$ cat src/rtl/fifo_packer_pkg.sv
// Shared types and helpers for the fifo_packer width up-converter.
// Lane fill-order mapping and the per-cycle packing event.
package fifo_packer_pkg;

   typedef enum logic [1:0] {
      EV_IDLE,
      EV_FILL,
      EV_CLOSE,
      EV_FLUSH
   } pack_ev_e;

   // Fill position of a physical lane; the mapping is its own inverse.
   function automatic int unsigned fill_pos(input int unsigned lane,
                                            input int unsigned ratio,
                                            input bit          msb_first);
      return msb_first ? (ratio - 1 - lane) : lane;
   endfunction

endpackage

$ cat src/rtl/fifo_packer_reg.sv
// Reset-to-zero register with load enable, used for all fifo_packer state.
module fifo_packer_reg #(
   parameter int WIDTH = 1
) (
   input  logic             clk_i,
   input  logic             rst_n_i,
   input  logic             en_i,
   input  logic [WIDTH-1:0] d_i,
   output logic [WIDTH-1:0] q_o
);

   // NOTE: sequential state uses non-blocking (<=) so every flop samples pre-edge values.
   always_ff @(posedge clk_i or negedge rst_n_i) begin
      if (!rst_n_i) begin
         q_o <= '0;
      end else if (en_i) begin
         q_o <= d_i;
      end
   end

endmodule

$ cat src/rtl/fifo_packer.sv
// Packs RATIO narrow valid/ready beats into one wide word and writes it
// into a downstream FIFO using its push/full convention.
module fifo_packer
   import fifo_packer_pkg::*;
#(
   parameter int                  IN_WIDTH  = 8,
   parameter int                  OUT_WIDTH = 32,
   parameter bit                  MSB_FIRST = 1'b0,
   parameter logic [IN_WIDTH-1:0] PAD_VALUE = '0,
   parameter int                  LOG_RATIO = $clog2(OUT_WIDTH / IN_WIDTH)
) (
   input  logic                 clk_i,
   input  logic                 rst_n_i,
   input  logic                 flush_i,
   input  logic [IN_WIDTH-1:0]  in_dat_i,
   input  logic                 in_valid_i,
   input  logic                 in_last_i,
   output logic                 in_ready_o,
   output logic [OUT_WIDTH-1:0] dat_o,
   output logic                 push_o,
   input  logic                 full_i,
   output logic [LOG_RATIO-1:0] lane_cnt_o
);

   localparam int unsigned RATIO = OUT_WIDTH / IN_WIDTH;

   logic [OUT_WIDTH-1:0] acc_q, acc_d, merged, word, out_q;
   logic [LOG_RATIO-1:0] lane_q, lane_d;
   logic                 out_vld_q, out_vld_d;
   logic                 drain, slot_free, completes;
   pack_ev_e             ev;

   assign drain      = out_vld_q & ~full_i;
   assign slot_free  = ~out_vld_q | drain;
   assign completes  = (lane_q == LOG_RATIO'(RATIO - 1)) | in_last_i;
   assign in_ready_o = completes ? slot_free : 1'b1;

   assign push_o     = out_vld_q;
   assign dat_o      = out_q;
   assign lane_cnt_o = lane_q;

   always_comb begin
      ev = EV_IDLE;
      if (flush_i) begin
         ev = EV_FLUSH;
      end else if (in_valid_i && in_ready_o) begin
         ev = completes ? EV_CLOSE : EV_FILL;
      end
   end

   // merged keeps unfilled lanes as-is for the accumulator; word adds padding on early close.
   always_comb begin
      // NOTE: every always_comb output gets a default first so no path can infer a latch.
      merged = acc_q;
      word   = acc_q;
      for (int unsigned i = 0; i < RATIO; i++) begin
         if (fill_pos(i, RATIO, MSB_FIRST) == 32'(lane_q)) begin
            merged[i*IN_WIDTH +: IN_WIDTH] = in_dat_i;
            word[i*IN_WIDTH +: IN_WIDTH]   = in_dat_i;
         end else if (in_last_i && (fill_pos(i, RATIO, MSB_FIRST) > 32'(lane_q))) begin
            word[i*IN_WIDTH +: IN_WIDTH] = PAD_VALUE;
         end
      end
   end

   always_comb begin
      acc_d     = acc_q;
      lane_d    = lane_q;
      out_vld_d = out_vld_q & ~drain;
      unique case (ev)
         EV_FLUSH: begin
            acc_d     = '0;
            lane_d    = '0;
            out_vld_d = 1'b0;
         end
         EV_FILL: begin
            acc_d  = merged;
            lane_d = lane_q + LOG_RATIO'(1);
         end
         EV_CLOSE: begin
            acc_d     = '0;
            lane_d    = '0;
            out_vld_d = 1'b1;
         end
         default: ;
      endcase
   end

   // NOTE: the data registers are reset too, so dat_o reads zero and no stale lane survives a reset.
   fifo_packer_reg #(.WIDTH(OUT_WIDTH)) u_acc (
      .clk_i   (clk_i),
      .rst_n_i (rst_n_i),
      .en_i    (ev != EV_IDLE),
      .d_i     (acc_d),
      .q_o     (acc_q)
   );

   fifo_packer_reg #(.WIDTH(LOG_RATIO)) u_lane (
      .clk_i   (clk_i),
      .rst_n_i (rst_n_i),
      .en_i    (ev != EV_IDLE),
      .d_i     (lane_d),
      .q_o     (lane_q)
   );

   fifo_packer_reg #(.WIDTH(OUT_WIDTH)) u_out (
      .clk_i   (clk_i),
      .rst_n_i (rst_n_i),
      .en_i    (ev == EV_CLOSE),
      .d_i     (word),
      .q_o     (out_q)
   );

   fifo_packer_reg #(.WIDTH(1)) u_out_vld (
      .clk_i   (clk_i),
      .rst_n_i (rst_n_i),
      .en_i    (1'b1),
      .d_i     (out_vld_d),
      .q_o     (out_vld_q)
   );

endmodule

$ cat config.mk
export PLATFORM = sky130hd
export DESIGN_NAME = fifo_packer
export DESIGN_NICKNAME = d
export VERILOG_FILES = /design/src/rtl/fifo_packer_pkg.sv /design/src/rtl/fifo_packer_reg.sv /design/src/rtl/fifo_packer.sv
export SDC_FILE = /design/constraint.sdc
export NUM_CORES = 1
export LEC_CHECK = 0
export BUFFER_PORTS_ARGS = -buffer_cell sky130_fd_sc_hd__buf_2
export CAP_MARGIN = 20
export CORE_ASPECT_RATIO = 1.25
export CORE_UTILIZATION = 58
export CTS_BUF_LIST = sky130_fd_sc_hd__clkbuf_8
export DETAILED_ROUTE_END_ITERATION = 16
export HOLD_SLACK_MARGIN = 0.05
export PLACE_DENSITY = 0.81
export SLEW_MARGIN = 0
export SYNTH_ARGS = -nofsm -noshare
export SYNTH_HDL_FRONTEND = slang
export SYNTH_SLANG_ARGS = --single-unit
$ cat constraint.sdc
create_clock -name clk_i -period 2.2 [get_ports clk_i]
set_input_delay 0.44 -clock clk_i [delete_from_list [all_inputs] [get_ports clk_i]]
set_output_delay 0.44 -clock clk_i [all_outputs]
set_load 0.1 [all_outputs]
### Yosys cells after proc, flatten, opt, wreduce, memory -nomap -nowiden

Index checks and enable logic that the tools add are counted.

| word-level totals | value |
|---|---|
| bits in registers | 67 |
| input port bits | 14 |
| output and inout bits | 36 |
| logic and storage cells | 57 |

| operators by class | value |
|---|---|
| $add $sub $neg | 1 |
| magnitude comparators | 3 |
| eq/ne operators | 10 |
| multiplexer cells | 17 |
| bitwise operators | 7 |
| reductions and logical operators | 12 |

Operators with widths:

| kind | number |
|---|---|
| 2-to-1 mux 8 bit | 10 |
| one-hot mux 32 bit (2 select lines) | 1 |
| AND reduction 3 bit | 3 |
| == test 2 bit (second input constant) | 3 |
| 2-to-1 mux 2 bit | 3 |
| inequality test 2 bit (second input constant) | 3 |
| == test 2 bit (first input constant) | 2 |
| > comparator 2 bit (first input constant) | 2 |
| logical AND 1 bit | 4 |
| one-hot mux 2 bit (2 select lines) | 1 |
| nonzero test 2 bit | 2 |
| NOT 1 bit | 3 |
| adder 2 x 1 -> 2 bit (second input constant) | 1 |
| AND 1 bit | 2 |
| == test 1 x 2 -> 1 bit (first input constant) | 1 |
| == test 2 x 1 -> 1 bit (second input constant) | 1 |
| > comparator 1 x 2 -> 1 bit (first input constant) | 1 |
| zero test 2 bit | 1 |
| OR 1 bit | 2 |
| one-hot mux 1 bit (2 select lines) | 1 |
| AND reduction 2 bit | 1 |
| OR reduction 2 bit | 1 |
| 2-to-1 mux 1 bit | 1 |

### Depth between registers and ports, before layout

Gate-level depths: netlist (run 1).

| depth | value |
|---|---|
| word-level depth | 11 |
| gate-level depth with buffers | 8 |
| gate-level depth less buffers | 5 |

### Modules after synthesis

From an unflattened synthesis (run 1), not the netlist that was laid out.

| second synthesis, totals | value |
|---|---|
| cells, all modules | 244 |
| area total of the unflattened synthesis | 3667.3 µm² |

By module, submodules not included:

| module | times used | cells each | area an instance (µm²) | seq. area each (µm²) |
|---|---|---|---|---|
| fifo_packer_reg at u_acc ... | 2 | 68 | 1345.0 | 800.8 |
| fifo_packer | 1 | 102 | 864.6 | 0.0 |
| fifo_packer_reg at u_lane | 1 | 4 | 72.6 | 50.0 |
| fifo_packer_reg at u_out_vld | 1 | 2 | 40.0 | 25.0 |

### Least setup slack after synthesis (run 1)

No wires, ideal clock.

| path | value |
|---|---|
| path kind | flip-flop to flip-flop |
| start | register u_lane.q_o[0] |
| end | register u_lane.q_o[1] |
| setup time | 119 ps |
| data arrival time | 3417 ps |
| required time | 2081 ps |
| slack | -1336 ps |
| cell stages (with the launch flop) | 6 |
| buffers on the path | 1 |
| period minus slack after synthesis | 3536 ps |
| cells stage by stage | dfrtp_1 ha_1 clkbuf_1 o211ai_1 a21oi_1 o21ba_2 |

| on the way | value |
|---|---|
| longest elaborated chain between the ends | 10 |
| elaborated cells on any way between the ends | 16 |
| classes of those cells | add/sub (1); eq/ne (4); mux (5); bitwise (1); reduce/logical (5) |

RTL lines:

| element | line | text |
|---|---|---|
| start: declaration | fifo_packer_reg.sv:9 | `output logic [WIDTH-1:0] q_o` |
| start signal: assignment | fifo_packer_reg.sv:17 | `q_o <= d_i;` |
| == test 2 bit (*) | fifo_packer.sv:35 | `assign completes = (lane_q == LOG_RATIO'(RATIO - 1)) \| in_last_i;` |
| OR 1 bit (*) | fifo_packer.sv:35 |  |
| 2-to-1 mux 1 bit (*) | fifo_packer.sv:36 | `assign in_ready_o = completes ? slot_free : 1'b1;` |
| via in_ready_o | fifo_packer.sv:18 | `output logic in_ready_o,` |
| logical AND 1 bit (*) | fifo_packer.sv:46 | `end else if (in_valid_i && in_ready_o) begin` |
| 2-to-1 mux 2 bit (*) | fifo_packer.sv:46 |  |
| 2-to-1 mux 2 bit (*) | fifo_packer.sv:44 | `if (flush_i) begin` |
| == test 2 bit | fifo_packer.sv:70 | `unique case (ev)` |
| OR reduction 2 bit (no source line) | -- |  |
| nonzero test 2 bit (no source line) | -- |  |
| AND reduction 2 bit (no source line) | -- |  |

The timed path passes the listed nets; every way through them passes the cells marked *.
A chain may end at the register's enable or synchronous reset.

### Worst setup path in the final report (run 1)

| path | value |
|---|---|
| start | register u_lane.q_o[0] |
| end | output in_ready_o |

| on the way | value |
|---|---|
| longest elaborated chain between the ends | 3 |

RTL lines:

| element | line |
|---|---|
| == test 2 bit | fifo_packer.sv:35 |
| OR 1 bit | fifo_packer.sv:35 |
| 2-to-1 mux 1 bit | fifo_packer.sv:36 |
| end: declaration | fifo_packer.sv:18 |

Every way passes these cells.

==> impl_results.md, run 1 <==
- Xor-xnor portion of the synthesized cell area: 0%
- CTS sink count: between 60 and 70
- DR iter-0 viols: ~190
- Clock-pin slew on the worst setup and hold paths: 0.07 ns
- DP Cell Count: approximately 350
- Crit path max fanout: 14
- Number of flops mapped to enable cells by yosys: 0
- Vias in the first global route: ~2100
- Pleak: between 1.5 and 2 nW
- Design Area, Final: around 3800 sq um
- Total GRT Usage: 25.5%
- Post-Syn Area per Cell: around 13 sq um
- Commonest non-fill, non-tap cell in the layout: dfrtp_1
- Die Y-Extent: ~85 microns
- Post-synth cell types: 28
- RD Place Congestion: between 0.8 and 0.9
- # DRC: 0
- Yosys reg bits: 67
- Via density: between 5 and 6
- CTS Buf Count: 9
- Layout cells sized above 1: 43.8%
- Clk_skew: roughly 0.011 ns
- Via Count: approximately 2100
- Dpl cell area: 3570 sq um
- Layout Cells excl Fill: 370
- CTS tree: done
- Hold_sp: full_i
- Run status: finished, final reports clean
- Initial Util: 61.5%
- Setup CP Type: register to primary output
- Buffers added on ports: 49
- Row count: 29
- First-pass GRT wire length: approximately 11000 microns
- Antenna violations before repair: 0
- Sequential share of the synthesized area: 52.5%
- Max-capacitance violation count: 0
- Antenna cells: 0
- Most frequent cells in the layout: dfrtp_1, buf_2, mux2_4
- Hold Crit Class: primary input to register
- Post-Synth Adder-Cell Area: between 1.5 and 2%
- Core Area: approximately 5200 sq um
- Die footprint: about 5800 sq um
- Tcrit/Tclk final: 93.0%
- CP endpoint kind: primary output
- Worst setup path start: u_lane.q_o[0]$_DFFE_PN0P_
- Max Clock Freq: about 490 MHz
- Final setup fails: 0
- Routed length per placed instance: 17.8 microns
- Minimum clock period: between 2 and 2.5 ns
- Final net count: between 300 and 400
- Post-synthesis cell count: roughly 240
- Final hold vios: 0
- Synth Area in Compound Gates: 10.1%
- Synth Flop Type: dfrtp_1
- CTS H-tree lvls: 3
- Worst slew pin tran: 0.669 ns
- First-pass iteration count of the detailed router: 4
- WHS: about 0.35 ns
- RSZ-0062 raised after global routing: false
- Die W: a little under 70 microns
- Layout area overhead: 20.4%
- Post-Synth Simple-Gate Area: 9.84%
- YS warnings: 0
- Critical R2R Launch: u_lane.q_o[0]$_DFFE_PN0P_
- Crit path arrival time: around 1.6 ns
- Crit start category: register
- Ys async rst share: 100%
- Largest family of logic cells by synthesized area: multiplexers
- CTS Root Cell: clkbuf_8
- Worst EP required: roughly 1.8 ns
- # IOs: 50
- Post-Synthesis Net Count: approximately 260
- Peak VDD IR: just over 0.7 mV
- Post-CTS sizing: 0
- Slew Viols, Final: 0
- Number of routed nets with antenna violations: 0
- DRT Wirelength: 6590 microns
- Clk buf depth: 2
- Gr ovfl total: 0
- Slew margin rel.: 55.4%
- Cell Area, Synth: around 3200 sq um
- Pwr dens: 872 nW/um^2
- Pin count of the biggest net entering global routing: between 40 and 50
- Hpwl dp: around 4200 microns
- Mux contribution to synthesized area: a little under a quarter
- Clock Latency Late Sink: ~0.34 ns
-- final timing paths --
path / endpoint / slack (ns) / depth (start not counted)
setup / recovery: in_ready_o / 0.15 / 4
hold / removal: u_out_vld.q_o$_DFF_PN0_ / 0.35 / 3
setup reg to reg: u_out.q_o[5]$_DFFE_PN0N_ / 0.21 / 5
hold reg to reg: u_acc.q_o[30]$_DFFE_PN0P_ / 0.49 / 1
max in group asynchronous: u_acc.q_o[24]$_DFFE_PN0P_ / 1.16 / 3
min in group asynchronous: u_acc.q_o[20]$_DFFE_PN0P_ / 0.51 / 2
-- per-stage QoR --
step           util [%]  TNS [ns]  setup slack, ns  power [mW]
2_1_floorplan         -     -2.42           -0.863        1.98
3_3_place_gp       68.9         0            0.303        2.14
3_5_place_dp       68.9         0            0.254        2.15
4_1_cts            73.8         0           0.0287        3.38
5_1_grt            74.1         0            0.112        3.46
6_report           74.1         0            0.153        3.35
-- power breakdown --
part,internal (mW),switching [mW],total [mW]
logic,0.187,0.604,0.791
clock network,0.762,0.463,1.23
registers,1.30,0.0389,1.34
-- critical path, cell delays in order, from the launching register on --
cell      delay [ns]
dfrtp_4         0.52
ha_4            0.24
o211ai_1        0.18
buf_4           0.16
buf_12          0.17
-- metal layers --
layer / vias up / global-route usage, % / wire length [microns]
li1: 987 / - / -
met1: 1040 / 36.2 / 3030
met2: 69 / 37.2 / 3080
met3: 8 / 7.39 / 390
met4: 0 / 8.71 / 85
met5: - / 0 / 0
-- registers in the layout, indices dropped and copies added, names as in the netlist --
register	cells
u_acc.q_o	32
u_out.q_o	32
u_lane.q_o	2
u_out_vld.q_o	1
-- cell families (layout without fill, tap and decap cells) --
| group | Yosys count | count (layout) |
|---|---|---|
| AND/OR/NAND/NOR | 57 | 57 |
| buffers and inverters | 17 | 81 |
| multiplexers | 56 | 56 |
| flip-flops | 67 | 67 |
| adder cells (fa/ha/maj) | 5 | 5 |
| AO/OA/AOI/OAI | 42 | 42 |
-- cell type report --
class                   instances  area [sq um]
flip-flops and latches         67          1680
multi-input cells             160          1450
fillers                       342          1340
repair buffers                 63           380
clock buffers                  13           179
well taps                      62          77.6
clock inverters                 3          67.6
inverters                       2          7.51
-- what timing repair did --
action,CTS,global route
endpoints found under the setup margin,0,1
hold endpoints to repair,9,0
setup buffers,0,2
hold buffers,1,0
-- synthesized netlist by cell type (2+ instances only) --
cell | n | area, sq um
dfrtp_1 | 67 | 1680
mux2_4 | 30 | 450
nor2_1 | 17 | 63.8
a22o_1 | 16 | 140
mux2i_1 | 16 | 160
mux2_2 | 10 | 113
and2_1 | 9 | 56.3
nand2_1 | 9 | 33.8
a31o_2 | 8 | 70.1
nand2b_1 | 8 | 50.1
nor3b_1 | 8 | 60.1
o21ai_0 | 8 | 40.0
buf_2 | 6 | 30.0
clkbuf_1 | 6 | 22.5
ha_1 | 5 | 62.6
a21oi_1 | 4 | 20.0
buf_6 | 3 | 33.8
inv_1 | 2 | 7.51
nor4bb_1 | 2 | 20.0
o21ba_2 | 2 | 20.0
(Power assumes the default switching activity.)
==> run 2: changes to the inputs <==
Settings changed: HOLD_SLACK_MARGIN 0.05 to default, PLACE_DENSITY 0.81 to default, PLACE_DENSITY_LB_ADDON from default to 0.08.
==> run 2 against run 1 <==
Compared with the run above: sequential power barely moved; cell count is the same; flip-flop and latch count is the same; clock skew decreased by 0.0032 ns; power increased by 2.5%; register-to-register slack improved by 0.05 ns; worst hold slack better by 0.030 ns; design area grew 0.68%; via count shrank 0.86%; wire length down 1.2%.
==> impl_results.md, run 2 (synthesis results as in run 1) <==
- CTS Buf Count: 9 (unchanged)
- CP endpoint kind: primary output
- RSZ-0062 raised after global routing: false
- Minimum clock period: 2.10 ns (+0.0555 ns)
- Total GRT Usage: 25.0% (-0.54 points)
- Number of buffers and inverters on the critical path: 1 (-1)
- Slew margin rel.: 66.5% (+11 points)
- Clock Latency Late Sink: 0.35 ns (about the same)
- Via density: 5.64 (-0.86%)
- Slew Viols, Final: 0 (unchanged)
- Hpwl dp: 4330 microns (+3.7%)
- CTS sink count: 67 (unchanged)
- Worst slew pin tran: 0.502 ns (-0.167 ns)
- Crit-path slowest cell: dfrtp_4
- WHS: 0.382 ns (+0.0297 ns)
- First-pass iteration count of the detailed router: 4 (unchanged)
- DRT Wirelength: 6510 microns (-1.2%)
- RD Place Congestion: 0.843 (+5.3%)
- Antenna violations before repair: 0 (unchanged)
- Commonest non-fill, non-tap cell in the layout: dfrtp_1
- Tot Pwr: 3.44 mW (+2.5%)
- CTS tree: done
- Clock-pin slew on the worst setup and hold paths: 0.07 ns (about the same)
- Crit path arrival time: 1.66 ns (+0.05 ns)
- Cell-by-cell trace of the critical path: ha_4 -> o211ai_1 -> buf_12
- Die footprint: 5810 sq um (unchanged)
- Crit path max fanout: 14 (unchanged)
- Buffers added on ports: 49 (unchanged)
- Layout area overhead: 21.2%
- Core Area: 5190 sq um (unchanged)
- Pleak: 1.94 nW (+0.90%)
- # IOs: 50 (unchanged)
- Tcrit/Tclk final: 95.6% (+2.5 points)
- Hold Crit Class: primary input to register
- Peak VDD IR: 0.659 mV (-8.9%)
- Worst path max stage delay: 0.51 ns (about the same)
- Row count: 29 (unchanged)
- Antenna cells: 0 (unchanged)
- Via Count: 2086 (-0.86%)
- # DRC: 0 (unchanged)
- Die Y-Extent: 85.0 microns (unchanged)
- Setup CP Type: register to primary output
- Most frequent cells in the layout: dfrtp_1, buf_2, mux2_4
- Max-capacitance violation count: 0 (unchanged)
- CTS H-tree lvls: 3 (unchanged)
- Setup TNS: 0 ns (unchanged)
- Layout Cells excl Fill: 370 (unchanged)
- Layout cells sized above 1: 43.8% (unchanged)
- Final net count: 322 (unchanged)
- Initial Util: 61.5% (unchanged)
- Die W: 68.4 microns (unchanged)
- Final hold vios: 0 (unchanged)
- Number of routed nets with antenna violations: 0 (unchanged)
- DR iter-0 viols: 126 (-35%)
- Gr ovfl total: 0 (unchanged)
- Routed length per placed instance: 17.6 microns (-1.2%)
- First-pass GRT wire length: 10300 microns (-2.7%)
- Clk buf depth: 2 (unchanged)
- Pwr dens: 888 nW/um^2 (+1.8%)
- Post-CTS sizing: 0 (unchanged)
- Worst EP required: 1.76 ns (about the same)
- Crit start category: register
- Final setup fails: 0 (unchanged)
- Max Clock Freq: 476 MHz (-2.6%)
- Vias in the first global route: 2049 (-0.19%)
- Clk_skew: 0.00780 ns (-0.00319 ns)
- CTS Root Cell: clkbuf_8
- Run status: finished, final reports clean
- DP Cell Count: 352 (+0.28%)
- Pin count of the biggest net entering global routing: 35 (-17%)
- Crit path max-delay family: flip-flops
- Top flop regs: u_acc.q_o: 32 flops, u_out.q_o: 32 flops, u_lane.q_o: 2 flops
==> run 2: layout make-up <==
type	instances	area, sq um
clock buffers	12	165
clock inverters	4	95.1
fillers	363	1320
inverters	2	7.51
multi-input cells	160	1450
flip-flops and latches	67	1680
well taps	62	77.6
repair buffers	63	393
==> run 2: where the power goes <==
part / internal, mW / total [mW] / switching (mW)
sequential: 1.30 / 1.34 / 0.0376
clock: 0.844 / 1.31 / 0.461
combinational: 0.191 / 0.795 / 0.604
==> run 2: timing repair <==
action	in CTS	in global routing
hold buffers	1	0
setup buffers	0	1
endpoints found under the hold margin	10	0
setup endpoints to repair	0	1
==> run 2: metal layers <==
metal,global-route usage [%],up-vias,wire length (microns)
li1,-,986,-
met1,34.2,1028,2980
met2,36.3,57,3070
met5,0,-,0
met4,14.8,0,204
met3,4.70,15,253
==> run 2: through the flow <==
step / util [%] / setup slack (ns) / cell area (sq um)
6_report: 74.6 / 0.0976 / 3870
5_1_grt: 74.6 / 0.0577 / 3870
4_1_cts: 74.5 / 0.00620 / 3860
3_5_place_dp: 69.3 / 0.283 / 3590
3_3_place_gp: 69.3 / 0.328 / 3590
2_1_floorplan: - / -0.863 / 3220
==> run 2: worst min-delay path, delay by kind of cell <==
kind                   cells  cell delay, ns
AOI/OAI and AO/OA          1            0.07
buffers and inverters      1            0.11
and+or+nand+nor            1            0.06
==> run 2: path summary, 6_finish.rpt <==
check / startpoint / endpoint / slack (ns) / cells past startpoint
max in group asynchronous: rst_n_i / u_out.q_o[4]$_DFFE_PN0N_ / 1.08 / 3
min: full_i / u_out_vld.q_o$_DFF_PN0_ / 0.38 / 3
max reg2reg: u_lane.q_o[0]$_DFFE_PN0P_ / u_out.q_o[28]$_DFFE_PN0N_ / 0.26 / 5
max: u_lane.q_o[0]$_DFFE_PN0P_ / in_ready_o / 0.1 / 3
min reg2reg: u_acc.q_o[30]$_DFFE_PN0P_ / u_acc.q_o[30]$_DFFE_PN0P_ / 0.49 / 1
min in group asynchronous: rst_n_i / u_acc.q_o[25]$_DFFE_PN0P_ / 0.51 / 2
